File: config.mk
export PLATFORM = sky130hd
export DESIGN_NAME = jtframe_prog_seq
export DESIGN_NICKNAME = d
export VERILOG_FILES = /design/src/rtl/jtframe_prog_seq.sv
export SDC_FILE = /design/constraint.sdc
export NUM_CORES = 1
export LEC_CHECK = 0
export CORE_UTILIZATION = 45
export DETAILED_ROUTE_END_ITERATION = 12
export GPL_ROUTABILITY_DRIVEN = 0
export MAX_ROUTING_LAYER = met4
export PLACE_DENSITY = 0.76
export SETUP_SLACK_MARGIN = 0.5
export SYNTH_ARGS = -nofsm -noshare
export SYNTH_HDL_FRONTEND = slang
export SYNTH_SLANG_ARGS = --single-unit
File: constraint.sdc
create_clock -name clk_rom -period 3 [get_ports clk_rom]
set_input_delay 0.3 -clock clk_rom [delete_from_list [all_inputs] [get_ports clk_rom]]
set_output_delay 0.3 -clock clk_rom [all_outputs]
set_load 0.03 [all_outputs]
File: src/rtl/jtframe_prog_seq.sv
// jtframe_prog_seq: turns the ioctl ROM-download byte stream into SDRAM
// byte writes. Each byte is decoded to a bank/word/lane, queued in a small
// FIFO and written through the prog_* request/ack/ready handshake.
//
// Handshake: prog_we rises with all prog_* fields registered and stable; it
// stays high until the edge where prog_ack is sampled, then drops. The FIFO
// head is popped only on prog_rdy, so no new request starts before the
// current write has completed.
module jtframe_prog_seq #(
   parameter int          SDRAMW    = 23,
   parameter logic [24:0] BA1_START = 25'h040000,
   parameter logic [24:0] BA2_START = 25'h080000,
   parameter logic [24:0] BA3_START = 25'h0C0000,
   parameter int          AW        = 2
) (
   input  logic              clk_rom,
   input  logic              rst_n,
   input  logic              downloading,
   input  logic [24:0]       ioctl_addr,
   input  logic [7:0]        ioctl_dout,
   input  logic              ioctl_wr,
   output logic [SDRAMW-1:0] prog_addr,
   output logic [15:0]       prog_data,
   output logic [1:0]        prog_mask,
   output logic [1:0]        prog_ba,
   output logic              prog_we,
   output logic              prog_rd,
   input  logic              prog_ack,
   input  logic              prog_rdy,
   output logic              dwnld_busy,
   output logic              overflow
);

   localparam int EW    = 2 + SDRAMW + 2 + 8;
   localparam int DEPTH = 1 << AW;

   typedef enum logic [1:0] {ST_IDLE, ST_REQ, ST_WAIT} state_t;

   state_t            state, state_nx;
   logic              load, we_clr, pop;
   logic              push_req, push, drop;
   logic              empty, full;
   logic              dl_d;
   logic [AW:0]       wr_ptr, rd_ptr;
   logic [EW-1:0]     mem [0:DEPTH-1];
   logic [EW-1:0]     head, entry;
   logic [24:0]       off;
   logic [1:0]        dec_ba;
   logic [1:0]        dec_mask;
   logic [SDRAMW-1:0] dec_addr;

   // Bank decode: highest matching bank start wins, offset is relative to it
   always_comb begin
      dec_ba = 2'd0;
      off    = ioctl_addr;
      if (ioctl_addr >= BA3_START) begin
         dec_ba = 2'd3;
         off    = ioctl_addr - BA3_START;
      end else if (ioctl_addr >= BA2_START) begin
         dec_ba = 2'd2;
         off    = ioctl_addr - BA2_START;
      end else if (ioctl_addr >= BA1_START) begin
         dec_ba = 2'd1;
         off    = ioctl_addr - BA1_START;
      end
      // Offset bits above the word address are dropped: writes wrap in the bank
      dec_addr = off[SDRAMW:1];
      dec_mask = off[0] ? 2'b01 : 2'b10;
   end

   assign entry    = {dec_ba, dec_addr, dec_mask, ioctl_dout};
   assign head     = mem[rd_ptr[AW-1:0]];
   assign empty    = (wr_ptr == rd_ptr);
   assign full     = (wr_ptr[AW] != rd_ptr[AW]) && (wr_ptr[AW-1:0] == rd_ptr[AW-1:0]);
   assign push_req = ioctl_wr & downloading;
   // A pop in the same cycle frees the slot, so a full FIFO still accepts
   assign push     = push_req & (~full | pop);
   assign drop     = push_req & full & ~pop;

   // FIFO storage: data only, validity comes from the pointers
   always_ff @(posedge clk_rom) begin
      if (push) mem[wr_ptr[AW-1:0]] <= entry;
   end

   // FIFO pointers
   always_ff @(posedge clk_rom or negedge rst_n) begin
      if (!rst_n) begin
         wr_ptr <= '0;
         rd_ptr <= '0;
      end else begin
         if (push) wr_ptr <= wr_ptr + 1'b1;
         if (pop)  rd_ptr <= rd_ptr + 1'b1;
      end
   end

   // FSM state register
   always_ff @(posedge clk_rom or negedge rst_n) begin
      if (!rst_n) state <= ST_IDLE;
      else        state <= state_nx;
   end

   // FSM next state: start a write from the head, pop it only on prog_rdy
   always_comb begin
      state_nx = state;
      load     = 1'b0;
      we_clr   = 1'b0;
      pop      = 1'b0;
      case (state)
         ST_IDLE: begin
            if (!empty) begin
               load     = 1'b1;
               state_nx = ST_REQ;
            end
         end
         ST_REQ: begin
            if (prog_ack) begin
               we_clr = 1'b1;
               if (prog_rdy) begin
                  pop      = 1'b1;
                  state_nx = ST_IDLE;
               end else begin
                  state_nx = ST_WAIT;
               end
            end
         end
         ST_WAIT: begin
            if (prog_rdy) begin
               pop      = 1'b1;
               state_nx = ST_IDLE;
            end
         end
         default: state_nx = ST_IDLE;
      endcase
   end

   // prog_* output registers: loaded once per write, held until the next load
   always_ff @(posedge clk_rom or negedge rst_n) begin
      if (!rst_n) begin
         prog_addr <= '0;
         prog_data <= 16'd0;
         prog_mask <= 2'b11;
         prog_ba   <= 2'd0;
         prog_we   <= 1'b0;
      end else if (load) begin
         prog_ba   <= head[EW-1 -: 2];
         prog_addr <= head[EW-3 -: SDRAMW];
         prog_mask <= head[9:8];
         prog_data <= {head[7:0], head[7:0]};
         prog_we   <= 1'b1;
      end else if (we_clr) begin
         prog_we   <= 1'b0;
      end
   end

   // Sticky overflow, cleared when a new download starts
   always_ff @(posedge clk_rom or negedge rst_n) begin
      if (!rst_n) begin
         dl_d     <= 1'b0;
         overflow <= 1'b0;
      end else begin
         dl_d <= downloading;
         if (drop)                     overflow <= 1'b1;
         else if (downloading && !dl_d) overflow <= 1'b0;
      end
   end

   assign prog_rd    = 1'b0;
   assign dwnld_busy = downloading | ~empty | (state != ST_IDLE);

endmodule

==> results of run 1 <==
cell usage after synthesis, types with 2 or more instances:
cell type | number | area share
edfxtp_1 | 140 | 0.56
dfrtp_1 | 44 | 0.15
mux2_2 | 36 | 0.054
mux4_2 | 35 | 0.11
nand2_1 | 18 | 0.0090
ha_1 | 15 | 0.025
inv_1 | 11 | 0.0055
buf_4 | 9 | 0.0090
buf_2 | 8 | 0.0053
o21ai_0 | 7 | 0.0047
xnor2_1 | 6 | 0.0070
nor3_1 | 5 | 0.0033
a21oi_1 | 4 | 0.0027
and2_1 | 4 | 0.0033
nor2_1 | 4 | 0.0020
nor4_1 | 4 | 0.0033
nand3_1 | 3 | 0.0020
xor2_1 | 3 | 0.0035
a31oi_1 | 2 | 0.0017
clkbuf_1 | 2 | 0.0010
dfstp_2 | 2 | 0.0070
nor3b_1 | 2 | 0.0020
o31ai_1 | 2 | 0.0020
stage by stage:
step / hold WS (ps) / utilization / setup WS [ps] / area (um2)
6_report: 427 / 0.578 / 659 / 9290
5_1_grt: 423 / 0.578 / 542 / 9290
4_1_cts: 409 / 0.576 / 512 / 9250
3_5_place_dp: 412 / 0.540 / 66.8 / 8680
3_3_place_gp: 407 / 0.540 / 149 / 8680
2_1_floorplan: 4.41 / - / 675 / 7500
worst paths after layout:
check	from	endpoint	slack (ps)	cells past startpoint
min in group asynchronous	rst_n	prog_addr[13]	490	2
max in group asynchronous	rst_n	prog_data[12]	1740	3
worst min register to register	prog_we	prog_we	480	2
worst max-delay path	wr_ptr[1]	dwnld_busy	660	6
worst min-delay path	downloading	dl_d	430	1
worst max register to register	state[1]	mem[1][5]	790	8
state kept, by name (all words and copies together), names as in the netlist:
signal / cells
mem: 140
prog_addr: 23
prog_data: 8
rd_ptr: 3
wr_ptr: 3
prog_ba: 2
prog_mask: 2
state: 2
dl_d: 1
overflow: 1
prog_we: 1
report_power, final:
group | internal (W) | switching (W)
clock | 0.00116 | 0.000949
sequential | 0.00335 | 0.000262
combinational | 0.00175 | 0.00182
total | 0.00626 | 0.00303
area by class of cell:
type	instances	area (um2)	area share
clock buffer	17	425	0.0458
sequential	186	5360	0.577
clock inverter	15	140	0.0151
timing repair buffer	102	1050	0.113
multi-input combinational	177	2000	0.215
tap	216	270	0.0291
inverter	11	41.3	0.00445
cell usage in the layout (no fill, tap or decap), drive strengths merged, types with 9 or more instances in the layout:
cell and instances:
inv 16, clkbuf 17, dfrtp 44, o21ai 9, ha 15, nand2 18, buf 18, edfxtp 140
mux4 35, mux2 36, clkdlybuf4s50 81
layer usage:
| layer | vias up | global-route usage | routed length [um] |
|---|---|---|---|
| li1 | 1752 | - | - |
| met1 | 1993 | 0.224 | 5860 |
| met2 | 111 | 0.308 | 7290 |
| met3 | 22 | 0.0440 | 588 |
| met4 | 0 | 0.0669 | 199 |
| met5 | - | - | 0 |
what timing repair did:
item | 4_1_cts | 5_1_grt
hold endpoints to repair | 25 | 0
pin swaps | 0 | 1
hold buffers | 1 | 0
buffers inserted | 0 | 1
setup endpoints to repair | 1 | 153
gates resized for setup | 1 | 6
logic make-up (layout without fill, tap and decap cells):
logic type,Yosys count,after routing,synth area share
other cells,1,1,0.000501
flops,186,186,0.715
simple gates,51,51,0.0382
buf+inv,32,145,0.0229
fa+ha+maj,15,15,0.0251
mux,71,71,0.159
compound gates,30,30,0.0284
xor+xnor,9,9,0.0105
critical path, stage by stage, from the launching register on:
cell and delay (ps):
dfrtp_1 440, xnor2_1 160, nand2_1 140, nor2_1 140
nand2_1 110, or2_2 280, dlygate4sd2_1 350
==> impl_metrics.ini, run 1 <==
[timing]
timing.final.crit_period_ps = 2340
final-setup-viol-count = 0
hold_violations = 0
fin_crit_sh = 0.780
drv_slew = 0
finalSetupTns_ps = 0
relSlewSlack = 0.495
max_freq_ghz = 0.427
worst_pin_slew_ps = 758
skew_ps = 6.70
grt_setup_unrepaired = no

[clock_network]
cts_max_level = 4
cts_tree = built
cts_max_path_buffers = 2
path_clk_slew_ps = 70
cts_made_buffers = 17
cts.sinks = 186
insertion_delay_ps = 430
root_buffer = clkbuf_16

[min_path]
hold_path.class = input port to flip-flop

[global_route]
grt_overflow = 0
grt_pass1_vias = 4091
grt_max_degree = 38
grt_usage = 0.186
antenna_found_initial = 0
grt_pass1_wl_um = 22100

[logic_synthesis]
synth_area_mm2 = 0.00749
syn_inst = 395
synth_nets = 449
async_flop_share = 0.247
ys_types = 52
synth-edff-count = 140
yosysSeqAreaShare = 0.715
synth_seq_cells = 186
yosysWarnings = 0
avgSynthCellArea_um2 = 19.0
ys.flop_type = edfxtp_1

[detailed_routing]
drt_iter0_drc = 227
drc = 0
routedWlPerCell_um = 19.2
ant_nets = 0
via_per_inst = 5.36
drt_wl_total_um = 13900
vias = 3878
dr.pass1.iters = 4

[placement]
port_buffers = 84
dp_hpwl_um = 8940
dp.cells = 690

[cells_and_area]
syn_to_final_growth_pct = 23.9
fillerInstances = 1136
diodes = 0
nets = 549
drive_gt1_frac = 0.276
stdcell_count = 724

[job]
maxCapViolCount = 0

[power_and_ir_drop]
total_power_w = 0.00929
p_leak_nw = 3.24
powerDensity_mw_per_mm2 = 1000
ir_drop_uv = 498

[setup_path]
critPathKind = flip-flop to output port
required_ps = 2700
worstPathArrival_ps = 2040
cp-start-kind = flip-flop
worst_setup_path_end_kind = output port
worstPathMaxFanout = 4

[floorplanning]
dieArea_mm2 = 0.0172
start_util = 0.467
ios = 86
core_area_mm2 = 0.0161
die_w_um = 131
num_rows = 46
die_h_um = 131

[outcome]
status = complete, no violations
Power figures use the tool's default switching activity.
==> run 2: changes to the inputs <==
==> constraint.sdc (replaced) <==
create_clock -name clk_rom -period 2.2 [get_ports clk_rom]
set_input_delay 0.22 -clock clk_rom [delete_from_list [all_inputs] [get_ports clk_rom]]
set_output_delay 0.22 -clock clk_rom [all_outputs]
set_load 0.03 [all_outputs]
==> run 2 against run 1 <==
Effect of this change:
- first-iteration DRC count shrank 6.2%
- clock skew grew 1.3 ps
- non-clock buffer count grew 67
- largest cell class unchanged
- worst hold slack lost 390 ps
- clock-buffer cell count is the same
- utilization grew 7.1 points
- register-to-register slack lost 540 ps
- setup slack lost 410 ps
==> impl_metrics.ini, run 2 (synthesis gave the netlist of run 1 again) <==
[outcome]
status = complete, no violations

[setup_path]
critical-path-max-stage-delay_ps = 390
slowest_stage = dfrtp_1
worstPathMaxFanout = 6
reg2reg_from = state[1]
ff2ff_path_depth = 9
worstPathArrival_ps = 2090
required_ps = 2340
worst_setup_path_end_kind = flip-flop
critPathKind = flip-flop to flip-flop
r2r_slack_ps = 250
cp_cell_sequence = inv_2 > ha_4 > nand2_4 > a21oi_4 > nor3b_4 > nor2_4 > and2_4 > buf_4 > buf_12
crit_start = state[1]
cp-start-kind = flip-flop
timing.rr.end = mem[3][5]
crit_end = mem[3][5]

[clock_network]
cts.sinks = 186
root_buffer = clkbuf_16
path_clk_slew_ps = 70
cts_max_path_buffers = 2
cts_tree = built
cts_max_level = 4
insertion_delay_ps = 430
cts_made_buffers = 17

[cells_and_area]
final_cell_mix = edfxtp_1 (140), buf_4 (56), dlymetal6s2s_1 (43), dfrtp_1 (42)
final_common_cell = edfxtp_1
stdcell_count = 792
largest_reg_flops = 140
syn_to_final_growth_pct = 39.0
drive_gt1_frac = 0.463
nets = 616

[detailed_routing]
vias = 4325
dr.pass1.iters = 4
routedWlPerCell_um = 21.7
drt_iter0_drc = 213
drt_wl_total_um = 17200
drc = 0
ant_nets = 0
via_per_inst = 5.46

[global_route]
grt_overflow = 0
grt_usage = 0.207
grt_pass1_vias = 4469
grt_pass1_wl_um = 24500
grt_max_degree = 38
antenna_found_initial = 1

[floorplanning]
start_util = 0.467
core_area_mm2 = 0.0161
die_w_um = 131
dieArea_mm2 = 0.0172
ios = 86
die_h_um = 131
num_rows = 46

[job]
maxCapViolCount = 0

[timing]
fin_crit_sh = 0.888
final-setup-viol-count = 0
setup_ws_ps = 246
drv_slew = 0
max_freq_ghz = 0.512
timing.final.crit_period_ps = 1950
skew_ps = 7.97
hold_violations = 0
grt_setup_unrepaired = yes
worst_pin_slew_ps = 581
relSlewSlack = 0.613

[placement]
dp_slack_ps = -487
port_buffers = 84
dp_hpwl_um = 9340
dp.cells = 731

[power_and_ir_drop]
powerDensity_mw_per_mm2 = 1360
ir_drop_uv = 747
total_power_w = 0.0142
p_leak_nw = 4.13

[min_path]
hold_path.class = input port to flip-flop
## run 2: cell count changes in the layout (fill, tap and decap cells not counted), moves of 7 or more
| cell | previous run | this run |
|---|---|---|
| clkdlybuf4s50_1 | 81 | 16 |
| buf_4 | 11 | 56 |
| dlymetal6s2s_1 | 1 | 43 |
| buf_12 | 6 | 16 |
| clkbuf_2 | 0 | 8 |
| buf_2 | 1 | 8 |
| buf_6 | 0 | 7 |
| ha_1 | 15 | 8 |
| nand2_1 | 18 | 11 |
## run 2: routing by layer
metal / global-route usage / routed length, um
met2: 0.348 / 9000
met4: 0.0805 / 427
met3: 0.0440 / 1010
met5: - / 0
met1: 0.246 / 6780
## run 2: worst min-delay path by stage
| stage | to | startpoint | slack [ps] | cells after the start |
|---|---|---|---|---|
| after global routing | mem[0][20] | ioctl_addr[11] | 40 | 1 |
| final | mem[2][20] | ioctl_addr[11] | 40 | 1 |
| after detailed placement | prog_addr[12] | rst_n | 170 | 1 |
| after CTS | mem[2][20] | ioctl_addr[11] | 30 | 1 |
| after global placement | prog_addr[12] | rst_n | 170 | 1 |
| after floorplan | dl_d | rst_n | -80 | 0 |
## run 2: stage by stage
| stage | hold WS [ps] | cell area [um2] | util | TNS (ps) |
|---|---|---|---|---|
| 3_5_place_dp | 168 | 9110 | 0.567 | -11720 |
| 4_1_cts | 27.2 | 10100 | 0.630 | 0 |
| 6_report | 38.9 | 10400 | 0.649 | 0 |
| 3_3_place_gp | 170 | 9110 | 0.567 | -10700 |
| 2_1_floorplan | -75.6 | 7590 | - | 0 |
| 5_1_grt | 40.3 | 10400 | 0.649 | 0 |
## run 2: layout make-up
| class | count | area, um2 |
|---|---|---|
| Antenna cell | 1 | 2.50 |
| Clock buffer | 17 | 425 |
| Clock inverter | 15 | 175 |
| Fill cell | 1018 | 5640 |
| Inverter | 11 | 41.3 |
| Multi-Input combinational cell | 177 | 2280 |
| Sequential cell | 186 | 5360 |
| Tap cell | 216 | 270 |
| Timing Repair Buffer | 169 | 1860 |
## run 2: critical path, delay by kind of cell (launching register included)
kind,cells,cell delay [ps]
adder cells (fa/ha/maj),1,270
AO/OA/AOI/OAI,1,150
AND/OR/NAND/NOR,4,490
buffers and inverters,3,350
flip-flops,1,390
## run 2: repair_timing
item	in CTS	in global routing
gates cloned	3	4
pin swaps	21	23
buffers inserted	16	4
hold buffers	1	0
endpoints found under the setup margin	227	243
hold endpoints to repair	12	0
gates resized for setup	103	82
## run 2: where the power goes
part | leakage, nW | switching, W | internal (W)
combinational | 2.04 | 0.00299 | 0.00316
sequential | 1.80 | 0.000374 | 0.00458
clock | 0.299 | 0.00129 | 0.00179
total | 4.13 | 0.00465 | 0.00952
